## src/rtl/sdram_arbiter.sv

```systemverilog
// Two-port SDRAM arbiter: video read port A, CPU read/write port B, and periodic refresh,
// multiplexed onto a single-command SDRAM controller with fixed priority refresh > A > B.
module sdram_arbiter #(
    parameter int FREQ       = 54_000_000,
    parameter int REFRESH_US = 15
) (
    input  logic        clk,
    input  logic        resetn,

    input  logic        a_req,
    input  logic [22:0] a_addr,
    output logic        a_ack,
    output logic        a_valid,
    output logic [15:0] a_dout,

    input  logic        b_req,
    input  logic        b_we,
    input  logic [22:0] b_addr,
    input  logic [15:0] b_din,
    input  logic [1:0]  b_wdm,
    output logic        b_ack,
    output logic        b_valid,
    output logic [15:0] b_dout,

    output logic        sd_rd,
    output logic        sd_wr,
    output logic        sd_refresh,
    output logic [22:0] sd_addr,
    output logic [15:0] sd_din,
    output logic [1:0]  sd_wdm,
    input  logic [15:0] sd_dout,
    input  logic        sd_data_ready,
    input  logic        sd_busy
);

    localparam int RI = FREQ / 1_000_000 * REFRESH_US;
    localparam int CW = (RI > 1) ? $clog2(RI) : 1;
    localparam logic [CW-1:0] RI_LAST = CW'(RI - 1);

    typedef enum logic [1:0] {
        ST_IDLE      = 2'd0,
        ST_CMD       = 2'd1,
        ST_WAIT_BUSY = 2'd2,
        ST_WAIT_DONE = 2'd3
    } state_t;

    state_t          state_q;
    logic [CW-1:0]   ref_cnt_q;
    logic [CW-1:0]   ref_cnt_d;
    logic            ref_pend_q;
    logic            ref_pend_d;
    logic            ref_wrap_s;
    logic            ref_req_s;
    logic            ref_grant_s;
    logic            rd_xact_q;
    logic            owner_b_q;
    logic            capture_s;

    // A wrap in the same cycle as a grant decision already counts as a pending refresh.
    assign ref_wrap_s  = (ref_cnt_q == RI_LAST);
    assign ref_req_s   = ref_pend_q | ref_wrap_s;
    assign ref_grant_s = (state_q == ST_IDLE) & ~sd_busy & ref_req_s;
    assign capture_s   = ((state_q == ST_WAIT_BUSY) || (state_q == ST_WAIT_DONE))
                         & rd_xact_q & sd_data_ready;

    // Refresh counter next state and single-deep pending flag.
    always_comb begin
        ref_cnt_d  = ref_cnt_q;
        ref_pend_d = ref_pend_q;
        if (ref_wrap_s) begin
            ref_cnt_d = {CW{1'b0}};
        end else begin
            ref_cnt_d = ref_cnt_q + {{(CW-1){1'b0}}, 1'b1};
        end
        if (ref_grant_s) begin
            ref_pend_d = 1'b0;
        end else begin
            ref_pend_d = ref_req_s;
        end
    end

    // Refresh counter and pending registers.
    always_ff @(posedge clk or negedge resetn) begin
        if (!resetn) begin
            ref_cnt_q  <= {CW{1'b0}};
            ref_pend_q <= 1'b0;
        end else begin
            ref_cnt_q  <= ref_cnt_d;
            ref_pend_q <= ref_pend_d;
        end
    end

    // Arbitration FSM with registered command, ack and read-return outputs.
    always_ff @(posedge clk or negedge resetn) begin
        if (!resetn) begin
            state_q    <= ST_IDLE;
            rd_xact_q  <= 1'b0;
            owner_b_q  <= 1'b0;
            sd_rd      <= 1'b0;
            sd_wr      <= 1'b0;
            sd_refresh <= 1'b0;
            sd_addr    <= 23'd0;
            sd_din     <= 16'd0;
            sd_wdm     <= 2'd0;
            a_ack      <= 1'b0;
            b_ack      <= 1'b0;
            a_valid    <= 1'b0;
            b_valid    <= 1'b0;
            a_dout     <= 16'd0;
            b_dout     <= 16'd0;
        end else begin
            sd_rd      <= 1'b0;
            sd_wr      <= 1'b0;
            sd_refresh <= 1'b0;
            a_ack      <= 1'b0;
            b_ack      <= 1'b0;
            a_valid    <= 1'b0;
            b_valid    <= 1'b0;

            case (state_q)
                ST_IDLE: begin
                    if (sd_busy) begin
                        state_q <= ST_IDLE;
                    end else if (ref_req_s) begin
                        sd_refresh <= 1'b1;
                        rd_xact_q  <= 1'b0;
                        state_q    <= ST_CMD;
                    end else if (a_req) begin
                        sd_rd     <= 1'b1;
                        a_ack     <= 1'b1;
                        sd_addr   <= a_addr;
                        sd_din    <= 16'd0;
                        sd_wdm    <= 2'd0;
                        rd_xact_q <= 1'b1;
                        owner_b_q <= 1'b0;
                        state_q   <= ST_CMD;
                    end else if (b_req) begin
                        sd_wr     <= b_we;
                        sd_rd     <= ~b_we;
                        b_ack     <= 1'b1;
                        sd_addr   <= b_addr;
                        sd_din    <= b_din;
                        sd_wdm    <= b_wdm;
                        rd_xact_q <= ~b_we;
                        owner_b_q <= 1'b1;
                        state_q   <= ST_CMD;
                    end else begin
                        state_q <= ST_IDLE;
                    end
                end
                ST_CMD: begin
                    state_q <= ST_WAIT_BUSY;
                end
                ST_WAIT_BUSY: begin
                    if (sd_busy) begin
                        state_q <= ST_WAIT_DONE;
                    end else begin
                        state_q <= ST_WAIT_BUSY;
                    end
                end
                ST_WAIT_DONE: begin
                    if (!sd_busy) begin
                        state_q <= ST_IDLE;
                    end else begin
                        state_q <= ST_WAIT_DONE;
                    end
                end
                default: begin
                    state_q <= ST_IDLE;
                end
            endcase

            // Read data is steered by the owner latched at grant, not by current requests.
            if (capture_s) begin
                if (owner_b_q) begin
                    b_dout  <= sd_dout;
                    b_valid <= 1'b1;
                end else begin
                    a_dout  <= sd_dout;
                    a_valid <= 1'b1;
                end
            end
        end
    end

endmodule

```

## config.mk

```make
export PLATFORM = sky130hd
export DESIGN_NAME = sdram_arbiter
export DESIGN_NICKNAME = d
export VERILOG_FILES = /design/src/rtl/sdram_arbiter.sv
export SDC_FILE = /design/constraint.sdc
export NUM_CORES = 1
export LEC_CHECK = 0
export CAP_MARGIN = 25
export CORE_UTILIZATION = 30
export DETAILED_ROUTE_END_ITERATION = 7
export PLACE_DENSITY = 0.72
export SETUP_SLACK_MARGIN = 0.5
export SLEW_MARGIN = 20
export SYNTH_ARGS = -nofsm -noshare
export SYNTH_HDL_FRONTEND = slang
export SYNTH_SLANG_ARGS = --single-unit
```

## constraint.sdc

```tcl
create_clock -name clk -period 2.8 [get_ports clk]
set_input_delay 0.56 -clock clk [delete_from_list [all_inputs] [get_ports clk]]
set_output_delay 0.56 -clock clk [all_outputs]
set_load 0.01 [all_outputs]
```

Word-level counts from Yosys, hierarchy flattened --
Cells that the tools add are included.
Storage, ports and cells: memories kept 0, bits in latches 0, RAM bits 0, bits of input ports 87, word-level logic and storage cells 85, output and inout bits 80, flip-flop bits (word level) 95, ROM bits 0
Cells by class: multipliers 0, magnitude comparators 0, div/mod/pow operators 0, bitwise logic cells 9, add/subtract/negate cells 1, reductions and logical operators 8, equality and inequality tests 4, multiplexer cells 46, shift-type cells 0
Operator list (number):
- 23-bit 2-to-1 mux | 2
- 1-bit 2-to-1 mux | 37
- 16-bit 2-to-1 mux | 2
- 10-bit by 1-bit adder with 10-bit output, second input constant | 1
- 10-bit == test, second input constant | 1
- 10-bit 2-to-1 mux | 1
- 2-bit one-hot mux with 4 select lines | 1
- 2-bit 2-to-1 mux | 3
- 1-bit bitwise AND | 4
- 2-bit == test, second input constant | 2
- 1-bit NOT | 4
- 2-bit AND reduction | 2
- 4-bit AND reduction | 1
- 3-bit AND reduction | 1
- 3-bit nonzero test | 1
- 2-bit by 1-bit == test with 1-bit output, second input constant | 1
- 2-bit zero test | 1
- 2-bit nonzero test | 1
- 1-bit logical OR | 1
- 1-bit OR | 1

Depth between registers and ports, before layout --
word-level depth 6, gate-level depth with buffers 8, gate-level depth less buffers 6

Worst setup path before layout --
OpenSTA, ideal clock, no wires.
path kind input-to-reg, start point input port sd_busy, end point register sd_addr[0], stages 5, arrival time 1.982 ns, slack 0.693 ns, library setup time 0.125 ns, data required time 2.675 ns, path buffers 2, cells stage by stage or3_4 > or4_1 > buf_4 > buf_6 > mux2_4
On the way: cells in the longest elaborated chain, start to end 2
Ends and longest elaborated chain:
- from (decl) | RTL line 33 | input logic sd_busy
- 1-bit NOT (no line)
- 4-bit AND reduction (no line)
- to (signal assigned) | RTL line 131 | sd_addr <= a_addr;
- to (signal assigned) | RTL line 141 | sd_addr <= b_addr;
- to (decl) | RTL line 28 | output logic [22:0] sd_addr,
No other way between the ends. A chain may end at the register's enable or synchronous reset.

Final worst setup path --
start point input port sd_busy, end point register sd_addr[2]
The elaborated chain is that of the path after synthesis.

==> metrics.cfg <==
[die]
die_area_mm2=0.0137
fp.coreArea_mm2=0.0128
die_w_um=117
start_util_pct=31.2
rows=41
die_y_um=117
pin_count=167

[yosys]
syn_avg_cell_area_um2=11.8
synth_fa_ha_area_share_pct=0.629
synth_edf_count=0
synthSimpleGateAreaFrac_pct=14.5
synth_top_family_by_area=multiplexers
synthCells=336
synth_area_mm2=0.00398
async_flop_share_pct=100
synth-main-ff-cell=dfrtp_1
netlist-cell-type-count=32
synth.area.mux_share_pct=16.0
ys_seq_area_share_pct=59.7
syn_nets=425
yosys_warnings=0
synth_compound_area_share_pct=4.62
ys_ff_latch=95
synth_xor_area_share_pct=1.54

[critical_path]
required_ps=3040
r2r-end=sd_din[14]$_DFFE_PN0P_
critPathKind=primary input to flip-flop
crit_chain=clkdlybuf4s50_1, or3_4, or4_4, bufbuf_16, mux2_4
startpoint_type=primary input
cpMaxStageDelayCell=or4_4
cp-end-kind=flip-flop
crit_fanout=21
cpPeakStageDelay_ps=470
arrival_ps=2420
r2r_start=ref_cnt_q[2]$_DFF_PN0_
regToRegSetupSlack_ps=640
path_buf_inv=2
reg2reg_depth=5
path_delay_family=simple AND/OR/NAND/NOR gates

[final_layout]
drive_gt1_share_pct=15.5
final_common_cell=clkdlybuf4s50_1
fin_util_pct=48.6
diodes=0
num-nets-final=596
seq_area_mm2=0.00238
fillCellCount=1125
final_cell_mix=clkdlybuf4s50_1, nand2_1, dfrtp_1
stdcell_count=683
multi_input_area_mm2=0.00150
area_delta_synth_final_pct=56.0

[clocking]
cts_hold_buf=0
numCtsBuffers=9
clk_path_buf_depth=2
path_clk_slew_ps=70
cts-root-buf=clkbuf_16
cts_tree=built
clk_latency_ps=340
cts_sinks=95
htreeDepth=3

[route]
post-route-drc-count=0
wirelength_um=10200
viasPerCell=4.52
dr.pass1.iters=4
routedWlPerCell_um=15.0
vias=3089
detail-route-antenna-nets=0
dr.first_iter.drc_count=142

[timing]
report.final.slew_viol_count=0
clock_skew_ps=8.31
maxSlewHeadroom_pct=65.9
worst_pin_slew_ps=508
period_needed_ps=2180
hold_viol=0
setup_viol=0
fin_crit_sh_pct=78.0
fmax_ghz=0.458
tns_ps=0
rsz0062_at_grt=false

[global_route]
grt_start_max_net_pins=81
track_usage_pct=15.7
antenna_found_initial=0
grt_pass1_wl_um=15900
overflow=0
first_global_vias=3166

[place]
gp_congestion=0.783
dpl.hpwl_um=7130
io_buffers=166
placed_cells=667

[power_and_ir_drop]
p_leak_uw=0.00287
ir_drop_uv=456
powerDensity_mw_per_mm2=929

[run]
max_cap_viol_count=0

[hold_path]
hp-class=primary input to asynchronous set/reset pin

[outcome]
status=completed

[logic make-up after synthesis]
| kind of cell | count (synthesis) |
|---|---|
| adder cells (fa/ha/maj) | 2 |
| AO/OA/AOI/OAI | 23 |
| XOR/XNOR | 7 |
| flip-flops | 95 |
| AND/OR/NAND/NOR | 138 |
| multiplexers | 49 |
| buffers and inverters | 22 |
[stage by stage]
stage               hold WS [ps]  instance area (um2)  total power (uW)  setup WS, ps
floorplan                    264                 3980              3140           693
detailed placement           439                 5850              4470          67.3
global placement             433                 5850              4400          88.1
finish                      65.4                 6210              5770           617
global route                60.9                 6210              6130           523
CTS                         55.2                 6200              5850           517
[power by group]
group / internal (uW) / total [uW] / leakage [uW] / switching (uW)
Clock: 785 / 1310 / 0.000154 / 529
Sequential: 1890 / 2210 / 0.00121 / 320
Combinational: 1410 / 2240 / 0.00151 / 832
[flip-flops by register name (all words and copies together) (netlist names)]
| register | count |
|---|---|
| b_ack | 1 |
| a_dout | 16 |
| rd_xact_q | 1 |
| b_dout | 16 |
| a_valid | 1 |
| owner_b_q | 1 |
| sd_wdm | 2 |
| state_q | 2 |
| sd_din | 16 |
| sd_wr | 1 |
| sd_refresh | 1 |
| a_ack | 1 |
| b_valid | 1 |
| sd_addr | 23 |
| sd_rd | 1 |
| ref_pend_q | 1 |
| ref_cnt_q | 10 |
[worst reg2reg max path, stage by stage, from the launching register on]
cell	delay, ps
dfrtp_1	440
or3b_2	500
nor4_2	220
or4_4	220
bufbuf_16	310
mux2_2	350
[repair_timing]
action / CTS / global route
endpoints found under the setup margin: 26 / 5
gates cloned: 1 / 0
buffers inserted: 0 / 0
gates resized for setup: 1 / 1
pin swaps: 0 / 1
[worst max-delay path by stage]
stage | start | end | cells after the start
CTS | sd_busy | sd_addr[2]$_DFFE_PN0P_ | 5
global placement | sd_busy | sd_addr[12]$_DFFE_PN0P_ | 5
floorplan | sd_busy | sd_addr[0]$_DFFE_PN0P_ | 5
detailed placement | sd_busy | sd_addr[19]$_DFFE_PN0P_ | 5
finish | sd_busy | sd_addr[2]$_DFFE_PN0P_ | 5
global route | ref_cnt_q[2]$_DFF_PN0_ | sd_din[14]$_DFFE_PN0P_ | 5
[synth_stat cells (all sizes together) (2+ instances only)]
cell type  number  area share, %
nor2           17            1.6
nand4           2           0.31
nor2b           3           0.47
nor4            3           0.47
buf             6            1.4
xor2            2           0.44
nand3           6           0.75
dfrtp          95             60
mux2           49             16
a22o           15            3.3
o21ai           2           0.25
nand2          99            9.3
nand4b          2           0.44
inv             5           0.47
ha              2           0.63
clkbuf          9           0.85
or3             2           0.44
clkinv          2           0.19
a21oi           2           0.25
xnor2           5            1.1
[metal layers]
layer | wire (um) | up-vias | track usage [%]
met5 | 0 | - | 0
met4 | 121 | 0 | 5.06
met3 | 922 | 10 | 6.69
met2 | 4930 | 136 | 25.8
met1 | 4280 | 1483 | 18.5
li1 | - | 1460 | -
[final cells by class]
cell class / instances / area share, %
sequential: 95 / 38.3
timing repair buffer: 175 / 28.6
clock inverter: 6 / 1.49
tap: 172 / 3.47
multi-input combinational: 219 / 24.1
inverter: 7 / 0.423
clock buffer: 9 / 3.63
No activity file was read; power rests on OpenSTA's default activity.
